### config.mk
export PLATFORM = sky130hd
export DESIGN_NAME = alu_decode_stage_flat
export DESIGN_NICKNAME = d
export VERILOG_FILES = /design/src/rtl/alu_decode_stage_if.sv /design/src/rtl/alu_decode_stage.sv /design/src/flat_wrapper.sv
export SDC_FILE = /design/constraint.sdc
export NUM_CORES = 1
export LEC_CHECK = 0
export CAP_MARGIN = 20
export CORE_UTILIZATION = 40
export CTS_CLUSTER_DIAMETER = 200
export DETAILED_ROUTE_END_ITERATION = 16
export HOLD_SLACK_MARGIN = 0.03
export PLACE_DENSITY = 0.78
export RECOVER_POWER = 100
export SLEW_MARGIN = 20
export SYNTH_ARGS = -nofsm -noshare
export SYNTH_HDL_FRONTEND = slang
export SYNTH_SLANG_ARGS = --single-unit
export TNS_END_PERCENT = 10
### constraint.sdc
create_clock -name clk -period 6.2 [get_ports clk]
set_input_delay 1.86 -clock clk [delete_from_list [all_inputs] [get_ports clk]]
set_output_delay 1.86 -clock clk [all_outputs]
set_load 0.02 [all_outputs]
### src/rtl/alu_decode_stage_if.sv
// Fetch-to-execute bundle for alu_decode_stage: handshake, instruction/PC in,
// decoded control bundle out. The stage itself uses the slave modport.
interface alu_decode_stage_if;
   logic        in_valid;
   logic        in_ready;
   logic [31:0] instr_in;
   logic [63:0] pc_in;
   logic        flush_in;
   logic        out_valid;
   logic        out_ready;
   logic [2:0]  op_out;
   logic        sub_sra_out;
   logic [1:0]  src1_out;
   logic [1:0]  src2_out;
   logic [63:0] imm_value_out;
   logic [63:0] pc_out;
   logic [4:0]  rs1_out;
   logic [4:0]  rs2_out;
   logic [4:0]  rd_out;
   logic        rd_we_out;
   logic        word_out;
   logic        branch_out;
   logic        jump_out;
   logic        load_out;
   logic        store_out;
   logic        illegal_out;

   modport master (
      output in_valid, instr_in, pc_in, flush_in, out_ready,
      input  in_ready, out_valid, op_out, sub_sra_out, src1_out, src2_out,
             imm_value_out, pc_out, rs1_out, rs2_out, rd_out, rd_we_out,
             word_out, branch_out, jump_out, load_out, store_out, illegal_out
   );

   modport slave (
      input  in_valid, instr_in, pc_in, flush_in, out_ready,
      output in_ready, out_valid, op_out, sub_sra_out, src1_out, src2_out,
             imm_value_out, pc_out, rs1_out, rs2_out, rd_out, rd_we_out,
             word_out, branch_out, jump_out, load_out, store_out, illegal_out
   );
endinterface

### src/rtl/alu_decode_stage.sv
// RV64 decode stage: one-entry registered control bundle with valid/ready, stall and flush.
// Define ALU_DECODE_WORD_OPS_EN to decode OP-IMM-32 / OP-32 as W-ops (word_out=1).
module alu_decode_stage #(
   parameter bit RESET_PC_BYPASS = 1'b0
) (
   input logic               clk,
   input logic               reset,
   alu_decode_stage_if.slave bus
);
   localparam logic [6:0] OPC_LUI    = 7'b0110111;
   localparam logic [6:0] OPC_AUIPC  = 7'b0010111;
   localparam logic [6:0] OPC_JAL    = 7'b1101111;
   localparam logic [6:0] OPC_JALR   = 7'b1100111;
   localparam logic [6:0] OPC_BRANCH = 7'b1100011;
   localparam logic [6:0] OPC_LOAD   = 7'b0000011;
   localparam logic [6:0] OPC_STORE  = 7'b0100011;
   localparam logic [6:0] OPC_OPIMM  = 7'b0010011;
   localparam logic [6:0] OPC_OP     = 7'b0110011;
`ifdef ALU_DECODE_WORD_OPS_EN
   localparam logic [6:0] OPC_OPIMM32 = 7'b0011011;
   localparam logic [6:0] OPC_OP32    = 7'b0111011;
`endif

   localparam logic [2:0] ALU_ADD  = 3'd0;
   localparam logic [2:0] ALU_XOR  = 3'd1;
   localparam logic [2:0] ALU_OR   = 3'd2;
   localparam logic [2:0] ALU_AND  = 3'd3;
   localparam logic [2:0] ALU_SLL  = 3'd4;
   localparam logic [2:0] ALU_SRL  = 3'd5;
   localparam logic [2:0] ALU_SLT  = 3'd6;
   localparam logic [2:0] ALU_SLTU = 3'd7;

   localparam logic [1:0] SRC1_REG  = 2'd0;
   localparam logic [1:0] SRC1_PC   = 2'd1;
   localparam logic [1:0] SRC1_ZERO = 2'd2;
   localparam logic [1:0] SRC2_REG  = 2'd0;
   localparam logic [1:0] SRC2_IMM  = 2'd1;
   localparam logic [1:0] SRC2_FOUR = 2'd2;

   localparam logic [6:0] F7_ALT = 7'b0100000;

   typedef struct packed {
      logic [2:0]  op;
      logic        sub_sra;
      logic [1:0]  src1;
      logic [1:0]  src2;
      logic [63:0] imm;
      logic [4:0]  rs1;
      logic [4:0]  rs2;
      logic [4:0]  rd;
      logic        rd_we;
      logic        word;
      logic        branch;
      logic        jump;
      logic        load;
      logic        store;
      logic        illegal;
   } bundle_t;

   function automatic logic [2:0] f3_to_op(input logic [2:0] f3);
      case (f3)
         3'b000:  return ALU_ADD;
         3'b001:  return ALU_SLL;
         3'b010:  return ALU_SLT;
         3'b011:  return ALU_SLTU;
         3'b100:  return ALU_XOR;
         3'b101:  return ALU_SRL;
         3'b110:  return ALU_OR;
         3'b111:  return ALU_AND;
         default: return ALU_ADD;
      endcase
   endfunction

   logic [31:0] instr_s;
   logic [6:0]  opcode_s;
   logic [2:0]  funct3_s;
   logic [6:0]  funct7_s;
   logic [5:0]  shtop_s;
   logic [4:0]  rs1_s;
   logic [4:0]  rs2_s;
   logic [4:0]  rd_s;
   logic [63:0] imm_i_s;
   logic [63:0] imm_s_s;
   logic [63:0] imm_b_s;
   logic [63:0] imm_u_s;
   logic [63:0] imm_j_s;
   logic        illegal_s;
   logic        in_ready_s;
   logic        load_en_s;
   bundle_t     dec_d;
   bundle_t     bundle_q;
   logic        valid_d;
   logic        valid_q;
   logic [63:0] pc_q;

   assign instr_s  = bus.instr_in;
   assign opcode_s = instr_s[6:0];
   assign funct3_s = instr_s[14:12];
   assign funct7_s = instr_s[31:25];
   assign shtop_s  = instr_s[31:26];
   assign rs1_s    = instr_s[19:15];
   assign rs2_s    = instr_s[24:20];
   assign rd_s     = instr_s[11:7];

   assign imm_i_s = {{52{instr_s[31]}}, instr_s[31:20]};
   assign imm_s_s = {{52{instr_s[31]}}, instr_s[31:25], instr_s[11:7]};
   assign imm_b_s = {{51{instr_s[31]}}, instr_s[31], instr_s[7], instr_s[30:25], instr_s[11:8], 1'b0};
   assign imm_u_s = {{32{instr_s[31]}}, instr_s[31:12], 12'h000};
   assign imm_j_s = {{43{instr_s[31]}}, instr_s[31], instr_s[19:12], instr_s[20], instr_s[30:21], 1'b0};

   // Instruction decode into the next control bundle; illegal encodings collapse to a zero bundle.
   always_comb begin
      dec_d     = '0;
      illegal_s = 1'b0;
      case (opcode_s)
         OPC_LUI: begin
            dec_d.src1  = SRC1_ZERO;
            dec_d.src2  = SRC2_IMM;
            dec_d.imm   = imm_u_s;
            dec_d.rd    = rd_s;
            dec_d.rd_we = 1'b1;
         end
         OPC_AUIPC: begin
            dec_d.src1  = SRC1_PC;
            dec_d.src2  = SRC2_IMM;
            dec_d.imm   = imm_u_s;
            dec_d.rd    = rd_s;
            dec_d.rd_we = 1'b1;
         end
         OPC_JAL: begin
            dec_d.src1  = SRC1_PC;
            dec_d.src2  = SRC2_FOUR;
            dec_d.imm   = imm_j_s;
            dec_d.rd    = rd_s;
            dec_d.rd_we = 1'b1;
            dec_d.jump  = 1'b1;
         end
         OPC_JALR: begin
            dec_d.src1  = SRC1_PC;
            dec_d.src2  = SRC2_FOUR;
            dec_d.imm   = imm_i_s;
            dec_d.rs1   = rs1_s;
            dec_d.rd    = rd_s;
            dec_d.rd_we = 1'b1;
            dec_d.jump  = 1'b1;
            illegal_s   = (funct3_s != 3'b000);
         end
         OPC_BRANCH: begin
            dec_d.src1   = SRC1_REG;
            dec_d.src2   = SRC2_REG;
            dec_d.imm    = imm_b_s;
            dec_d.rs1    = rs1_s;
            dec_d.rs2    = rs2_s;
            dec_d.branch = 1'b1;
            case (funct3_s)
               3'b000, 3'b001: begin
                  dec_d.op      = ALU_ADD;
                  dec_d.sub_sra = 1'b1;
               end
               3'b100, 3'b101: dec_d.op = ALU_SLT;
               3'b110, 3'b111: dec_d.op = ALU_SLTU;
               default:        illegal_s = 1'b1;
            endcase
         end
         OPC_LOAD: begin
            dec_d.src1  = SRC1_REG;
            dec_d.src2  = SRC2_IMM;
            dec_d.imm   = imm_i_s;
            dec_d.rs1   = rs1_s;
            dec_d.rd    = rd_s;
            dec_d.rd_we = 1'b1;
            dec_d.load  = 1'b1;
            illegal_s   = (funct3_s == 3'b111);
         end
         OPC_STORE: begin
            dec_d.src1  = SRC1_REG;
            dec_d.src2  = SRC2_IMM;
            dec_d.imm   = imm_s_s;
            dec_d.rs1   = rs1_s;
            dec_d.rs2   = rs2_s;
            dec_d.store = 1'b1;
            illegal_s   = funct3_s[2];
         end
         OPC_OPIMM: begin
            dec_d.op    = f3_to_op(funct3_s);
            dec_d.src1  = SRC1_REG;
            dec_d.src2  = SRC2_IMM;
            dec_d.imm   = imm_i_s;
            dec_d.rs1   = rs1_s;
            dec_d.rd    = rd_s;
            dec_d.rd_we = 1'b1;
            case (funct3_s)
               3'b001:  illegal_s = (shtop_s != 6'b000000);
               3'b101: begin
                  dec_d.sub_sra = (shtop_s == 6'b010000);
                  illegal_s     = (shtop_s != 6'b000000) && (shtop_s != 6'b010000);
               end
               default: illegal_s = 1'b0;
            endcase
         end
         OPC_OP: begin
            dec_d.op      = f3_to_op(funct3_s);
            dec_d.src1    = SRC1_REG;
            dec_d.src2    = SRC2_REG;
            dec_d.rs1     = rs1_s;
            dec_d.rs2     = rs2_s;
            dec_d.rd      = rd_s;
            dec_d.rd_we   = 1'b1;
            dec_d.sub_sra = (funct7_s == F7_ALT);
            illegal_s     = !((funct7_s == 7'b0000000) ||
                              ((funct7_s == F7_ALT) && ((funct3_s == 3'b000) || (funct3_s == 3'b101))));
         end
`ifdef ALU_DECODE_WORD_OPS_EN
         OPC_OPIMM32: begin
            dec_d.op    = f3_to_op(funct3_s);
            dec_d.src1  = SRC1_REG;
            dec_d.src2  = SRC2_IMM;
            dec_d.imm   = imm_i_s;
            dec_d.rs1   = rs1_s;
            dec_d.rd    = rd_s;
            dec_d.rd_we = 1'b1;
            dec_d.word  = 1'b1;
            // W shifts carry a 5-bit shamt, so instr[25] is part of the funct7 check
            case (funct3_s)
               3'b000:  illegal_s = 1'b0;
               3'b001:  illegal_s = (funct7_s != 7'b0000000);
               3'b101: begin
                  dec_d.sub_sra = (funct7_s == F7_ALT);
                  illegal_s     = (funct7_s != 7'b0000000) && (funct7_s != F7_ALT);
               end
               default: illegal_s = 1'b1;
            endcase
         end
         OPC_OP32: begin
            dec_d.op      = f3_to_op(funct3_s);
            dec_d.src1    = SRC1_REG;
            dec_d.src2    = SRC2_REG;
            dec_d.rs1     = rs1_s;
            dec_d.rs2     = rs2_s;
            dec_d.rd      = rd_s;
            dec_d.rd_we   = 1'b1;
            dec_d.word    = 1'b1;
            dec_d.sub_sra = (funct7_s == F7_ALT);
            case (funct3_s)
               3'b000, 3'b101: illegal_s = (funct7_s != 7'b0000000) && (funct7_s != F7_ALT);
               3'b001:         illegal_s = (funct7_s != 7'b0000000);
               default:        illegal_s = 1'b1;
            endcase
         end
`endif
         default: illegal_s = 1'b1;
      endcase

      if (illegal_s) begin
         dec_d         = '0;
         dec_d.illegal = 1'b1;
      end else begin
         dec_d.rd_we = dec_d.rd_we && (dec_d.rd != 5'd0);
      end
   end

   assign in_ready_s = !valid_q || bus.out_ready;
   assign load_en_s  = bus.in_valid && in_ready_s && !bus.flush_in;

   // Valid next-state: flush wins over capture; a consumed bundle without replacement empties the stage.
   always_comb begin
      valid_d = valid_q;
      if (bus.flush_in) begin
         valid_d = 1'b0;
      end else if (load_en_s) begin
         valid_d = 1'b1;
      end else if (bus.out_ready) begin
         valid_d = 1'b0;
      end else begin
         valid_d = valid_q;
      end
   end

   // Pipeline register with synchronous reset.
   always_ff @(posedge clk) begin
      if (reset) begin
         valid_q  <= 1'b0;
         bundle_q <= '0;
         pc_q     <= 64'd0;
      end else begin
         valid_q <= valid_d;
         if (load_en_s) begin
            bundle_q <= dec_d;
            pc_q     <= bus.pc_in;
         end
      end
   end

   assign bus.in_ready      = in_ready_s;
   assign bus.out_valid     = valid_q;
   assign bus.op_out        = bundle_q.op;
   assign bus.sub_sra_out   = bundle_q.sub_sra;
   assign bus.src1_out      = bundle_q.src1;
   assign bus.src2_out      = bundle_q.src2;
   assign bus.imm_value_out = bundle_q.imm;
   assign bus.pc_out        = RESET_PC_BYPASS ? bus.pc_in : pc_q;
   assign bus.rs1_out       = bundle_q.rs1;
   assign bus.rs2_out       = bundle_q.rs2;
   assign bus.rd_out        = bundle_q.rd;
   assign bus.rd_we_out     = bundle_q.rd_we;
   assign bus.word_out      = bundle_q.word;
   assign bus.branch_out    = bundle_q.branch;
   assign bus.jump_out      = bundle_q.jump;
   assign bus.load_out      = bundle_q.load;
   assign bus.store_out     = bundle_q.store;
   assign bus.illegal_out   = bundle_q.illegal;
endmodule

### src/flat_wrapper.sv
// flat-port wrapper written by rule: the top's interface ports become plain ports
module alu_decode_stage_flat 
#(
   parameter bit RESET_PC_BYPASS = 1'b0
)
  (clk, reset, bus_in_valid, bus_instr_in, bus_pc_in, bus_flush_in, bus_out_ready, bus_in_ready, bus_out_valid, bus_op_out, bus_sub_sra_out, bus_src1_out, bus_src2_out, bus_imm_value_out, bus_pc_out, bus_rs1_out, bus_rs2_out, bus_rd_out, bus_rd_we_out, bus_word_out, bus_branch_out, bus_jump_out, bus_load_out, bus_store_out, bus_illegal_out);
  alu_decode_stage_if bus_i ();
  input logic clk;
  input logic reset;
  input wire logic [$bits(bus_i.in_valid)-1:0] bus_in_valid;
  input wire logic [$bits(bus_i.instr_in)-1:0] bus_instr_in;
  input wire logic [$bits(bus_i.pc_in)-1:0] bus_pc_in;
  input wire logic [$bits(bus_i.flush_in)-1:0] bus_flush_in;
  input wire logic [$bits(bus_i.out_ready)-1:0] bus_out_ready;
  output wire logic [$bits(bus_i.in_ready)-1:0] bus_in_ready;
  output wire logic [$bits(bus_i.out_valid)-1:0] bus_out_valid;
  output wire logic [$bits(bus_i.op_out)-1:0] bus_op_out;
  output wire logic [$bits(bus_i.sub_sra_out)-1:0] bus_sub_sra_out;
  output wire logic [$bits(bus_i.src1_out)-1:0] bus_src1_out;
  output wire logic [$bits(bus_i.src2_out)-1:0] bus_src2_out;
  output wire logic [$bits(bus_i.imm_value_out)-1:0] bus_imm_value_out;
  output wire logic [$bits(bus_i.pc_out)-1:0] bus_pc_out;
  output wire logic [$bits(bus_i.rs1_out)-1:0] bus_rs1_out;
  output wire logic [$bits(bus_i.rs2_out)-1:0] bus_rs2_out;
  output wire logic [$bits(bus_i.rd_out)-1:0] bus_rd_out;
  output wire logic [$bits(bus_i.rd_we_out)-1:0] bus_rd_we_out;
  output wire logic [$bits(bus_i.word_out)-1:0] bus_word_out;
  output wire logic [$bits(bus_i.branch_out)-1:0] bus_branch_out;
  output wire logic [$bits(bus_i.jump_out)-1:0] bus_jump_out;
  output wire logic [$bits(bus_i.load_out)-1:0] bus_load_out;
  output wire logic [$bits(bus_i.store_out)-1:0] bus_store_out;
  output wire logic [$bits(bus_i.illegal_out)-1:0] bus_illegal_out;
  assign bus_i.in_valid = bus_in_valid;
  assign bus_i.instr_in = bus_instr_in;
  assign bus_i.pc_in = bus_pc_in;
  assign bus_i.flush_in = bus_flush_in;
  assign bus_i.out_ready = bus_out_ready;
  assign bus_in_ready = bus_i.in_ready;
  assign bus_out_valid = bus_i.out_valid;
  assign bus_op_out = bus_i.op_out;
  assign bus_sub_sra_out = bus_i.sub_sra_out;
  assign bus_src1_out = bus_i.src1_out;
  assign bus_src2_out = bus_i.src2_out;
  assign bus_imm_value_out = bus_i.imm_value_out;
  assign bus_pc_out = bus_i.pc_out;
  assign bus_rs1_out = bus_i.rs1_out;
  assign bus_rs2_out = bus_i.rs2_out;
  assign bus_rd_out = bus_i.rd_out;
  assign bus_rd_we_out = bus_i.rd_we_out;
  assign bus_word_out = bus_i.word_out;
  assign bus_branch_out = bus_i.branch_out;
  assign bus_jump_out = bus_i.jump_out;
  assign bus_load_out = bus_i.load_out;
  assign bus_store_out = bus_i.store_out;
  assign bus_illegal_out = bus_i.illegal_out;
  alu_decode_stage #(.RESET_PC_BYPASS(RESET_PC_BYPASS)) u_core (.clk(clk), .reset(reset), .bus(bus_i));
endmodule
==> flow_metrics.env <==
export IMPL_setup_viol=0
export IMPL_grtUsageMet1_pct=30.6
export IMPL_power_density_nw_per_um2=247
export IMPL_met2_usage_pct=39.6
export IMPL_synth_area_um2=5640
export IMPL_die_width_um=121
export IMPL_final_util_pct=61.4
export IMPL_post_cts_buffers=0
export IMPL_fin_nets=981
export IMPL_synth_edff_count=0
export IMPL_dr_total_vias=5614
export IMPL_ys_flop_type="dfxtp_1"
export IMPL_wl_mm=18.2
export IMPL_synth_cell_types=54
export IMPL_port_buffer_count=259
export IMPL_drc=0
export IMPL_crit_family="buffers and inverters"
export IMPL_finClkSkew_ns=0.00669
export IMPL_start_kind="input port"
export IMPL_r2r_slack_ns=3.51
export IMPL_p_leak_nw=3.42
export IMPL_maxCapViolCount=2
export IMPL_grt_antenna_before_repair=0
export IMPL_period_needed_ns=5.09
export IMPL_critPathKind="in2out"
export IMPL_yosysWarnings=0
export IMPL_root_buffer="clkbuf_16"
export IMPL_cp_num_cells=4
export IMPL_drtAntennaViolNets=0
export IMPL_die_h_um=121
export IMPL_numCtsBuffers=17
export IMPL_worstPathCellList="clkdlybuf4s50_1, nor2b_1, inv_1, dlygate4sd3_1"
export IMPL_hold_class="reg2reg"
export IMPL_required_ns=4.34
export IMPL_crit_path_top_delay_cell="dlygate4sd3_1"
export IMPL_met3_usage_pct=8.07
export IMPL_dr_pass1_iters=6
export IMPL_arrival_ns=3.23
export IMPL_io_pins=261
export IMPL_worst_r2r_path_depth=7
export IMPL_crit_path_end="bus_in_ready"
export IMPL_routedWlPerCell_um=17.0
export IMPL_clk_latency_ns=0.42
export IMPL_crit_path_start="bus_out_ready"
export IMPL_grt_use_total_pct=24.5
export IMPL_viasPerCell=5.23
export IMPL_numClockSinks=126
export IMPL_cts_resized=0
export IMPL_gr_total_overflow=0
export IMPL_ir_drop_uv=190
export IMPL_htree_levels=4
export IMPL_grt_pass1_wl_mm=27.6
export IMPL_fin_setup_tns_ns=0
export IMPL_violations="max-capacitance violations, max-slew violations"
export IMPL_r2r_start="u_core.bus.out_valid"
export IMPL_synth_top_area_share_pct=44.7
export IMPL_postSynth_asyncResetShare_pct=0
export IMPL_cts_tree="yes"
export IMPL_hold_buffers=0
export IMPL_core_um2=13800
export IMPL_outcome="finished with violations"
export IMPL_cp_max_fo=3
export IMPL_ys_ff_latch=126
export IMPL_syn_inst=685
export IMPL_fmax_mhz=196
export IMPL_clkTransAtPathRegs_ns=0.05
export IMPL_postSynthAreaPerCell_um2=8.23
export IMPL_dpl_hpwl_mm=12.6
export IMPL_start_util_pct=40.8
export IMPL_hold_viol_final=0
export IMPL_crit_buf_inv=3
export IMPL_top_usage_layer="met2"
export IMPL_tightestPinTransition_ns=3.33
export IMPL_clock_path_buffers=2
export IMPL_area_growth_syn_to_layout_pct=50.6
export IMPL_yosysTopAreaCell="dfxtp_1"
export IMPL_reg2reg_to="u_core.bus.imm_value_out[7]"
export IMPL_end_kind="primary output"
export IMPL_synth_area_leaders="dfxtp_1 45%, nand2_1 13%, a21oi_1 6.9%"
export IMPL_antenna_cells=0
export IMPL_grt_pass1_vias=4943
export IMPL_grt_max_degree=76
export IMPL_synth_nets=786
export IMPL_gp_congestion=0.888
export IMPL_dieArea_um2=14600
export IMPL_drive_gt1_share_pct=6.38
export IMPL_slew_headroom_pct=-122
export IMPL_fin_crit_sh_pct=82.1
export IMPL_rsz0062_at_grt="no"
export IMPL_ys_seq_area_share_pct=44.7
export IMPL_drv_slew=119
export IMPL_critPathMaxStageDelay_ns=0.65
export IMPL_drt_initial_drc_count=505
export IMPL_rows=43
## worst min-delay path by stage
stage | start | endpoint | depth (start not counted)
finish | u_core.bus.src2_out[1] | u_core.bus.src2_out[1] | 2
global route | u_core.bus.pc_out[16] | u_core.bus.pc_out[16] | 2
CTS | u_core.bus.pc_out[40] | u_core.bus.pc_out[40] | 2
detailed placement | u_core.bus.imm_value_out[15] | u_core.bus.imm_value_out[15] | 2
global placement | u_core.bus.src2_out[1] | u_core.bus.src2_out[1] | 2
floorplan | u_core.bus.sub_sra_out | u_core.bus.sub_sra_out | 2
## cells in the mapped netlist, drive strengths merged, types with 2 or more instances
| master | n |
|---|---|
| nor2 | 14 |
| inv | 4 |
| nand2 | 200 |
| or3b | 5 |
| o21ai | 17 |
| a32o | 2 |
| a21oi | 78 |
| nand3 | 8 |
| or4 | 3 |
| nand4b | 2 |
| or3 | 2 |
| nand3b | 8 |
| and3 | 4 |
| a22oi | 5 |
| buf | 52 |
| o31ai | 36 |
| nand4bb | 2 |
| or4b | 5 |
| nor4 | 4 |
| nor2b | 3 |
| or2 | 4 |
| nand2b | 11 |
| a211o | 2 |
| clkbuf | 36 |
| nor3 | 5 |
| a32oi | 2 |
| o41ai | 17 |
| dfxtp | 126 |
| and2 | 3 |
| a31oi | 11 |
## flip-flops by register name, summed over array words and instances (netlist names)
name / count
u_core.bus.pc_out: 64
u_core.bus.imm_value_out: 32
u_core.bus.rd_out: 5
u_core.bus.rs1_out: 5
u_core.bus.rs2_out: 5
u_core.bus.op_out: 3
u_core.bus.src1_out: 2
u_core.bus.src2_out: 2
u_core.bus.branch_out: 1
u_core.bus.illegal_out: 1
u_core.bus.jump_out: 1
u_core.bus.load_out: 1
u_core.bus.out_valid: 1
u_core.bus.rd_we_out: 1
u_core.bus.store_out: 1
u_core.bus.sub_sra_out: 1
## cells by family after synthesis
family                 share of synthesized area, %
flip-flops                                     44.7
other                                        0.0665
multiplexers                                  0.178
AO/OA/AOI/OAI                                  22.0
AND/OR/NAND/NOR                                23.6
buffers and inverters                          9.23
XOR/XNOR                                      0.155
## report_power, final
group / leakage (nW) / switching, mW / internal [mW] / total, mW
clock network: 0.290 / 0.356 / 0.652 / 1.01
registers: 1.02 / 0.00854 / 0.831 / 0.839
logic: 2.11 / 0.137 / 0.110 / 0.248
## area by class of cell
cell class                 instances  area [um^2]
sequential                       126         2520
fill                            1226         5330
clock buffer                      22          464
tap                              180          225
inverter                           4         15.0
clock inverter                    10          138
timing repair buffer             264         2640
multi-input combinational        467         2490
## layer usage
| layer | vias to the layer above | share of wire [%] | routed length [um] |
|---|---|---|---|
| met2 | 268 | 48 | 8670 |
| met3 | 29 | 8.3 | 1520 |
| li1 | 2730 | - | - |
| met4 | 0 | 2.2 | 396 |
| met5 | - | 0 | 0 |
| met1 | 2587 | 42 | 7660 |
## placed cells by master (no fill, tap or decap), drive strengths merged, types with 4 or more instances in the layout
cell,count
clkinv,5
nand3,8
o41ai,17
clkdlybuf4s50,98
a22oi,5
or3b,5
and3,4
nor3,5
a31oi,11
nand2b,11
nor2,14
dfxtp,126
o31ai,36
inv,4
o21ai,17
buf,5
a21oi,78
nand2,200
or4b,5
dlygate4sd3,160
clkbuf,23
nand3b,8
nor4,4
or2,4
## through the flow
step / hold slack, ns / instances / cell area (um^2) / setup slack [ns] / total power [mW]
floorplan: 0.523 / 685 / 5640 / 2.19 / 0.980
global placement: 0.435 / 1041 / 8010 / 1.24 / 1.11
finish: 0.442 / 1073 / 8490 / 1.11 / 2.10
detailed placement: 0.441 / 1041 / 8010 / 1.24 / 1.11
global route: 0.462 / 1073 / 8490 / 0.938 / 2.16
CTS: 0.453 / 1073 / 8610 / 1.23 / 2.12
## tightest hold or removal path, delay by kind of cell (launching register included)
family	cells	cell delay (ns)
AO/OA/AOI/OAI	1	0.05
flip-flops	1	0.31
AND/OR/NAND/NOR	1	0.04
Note: power is estimated with default switching activity, not from simulation.
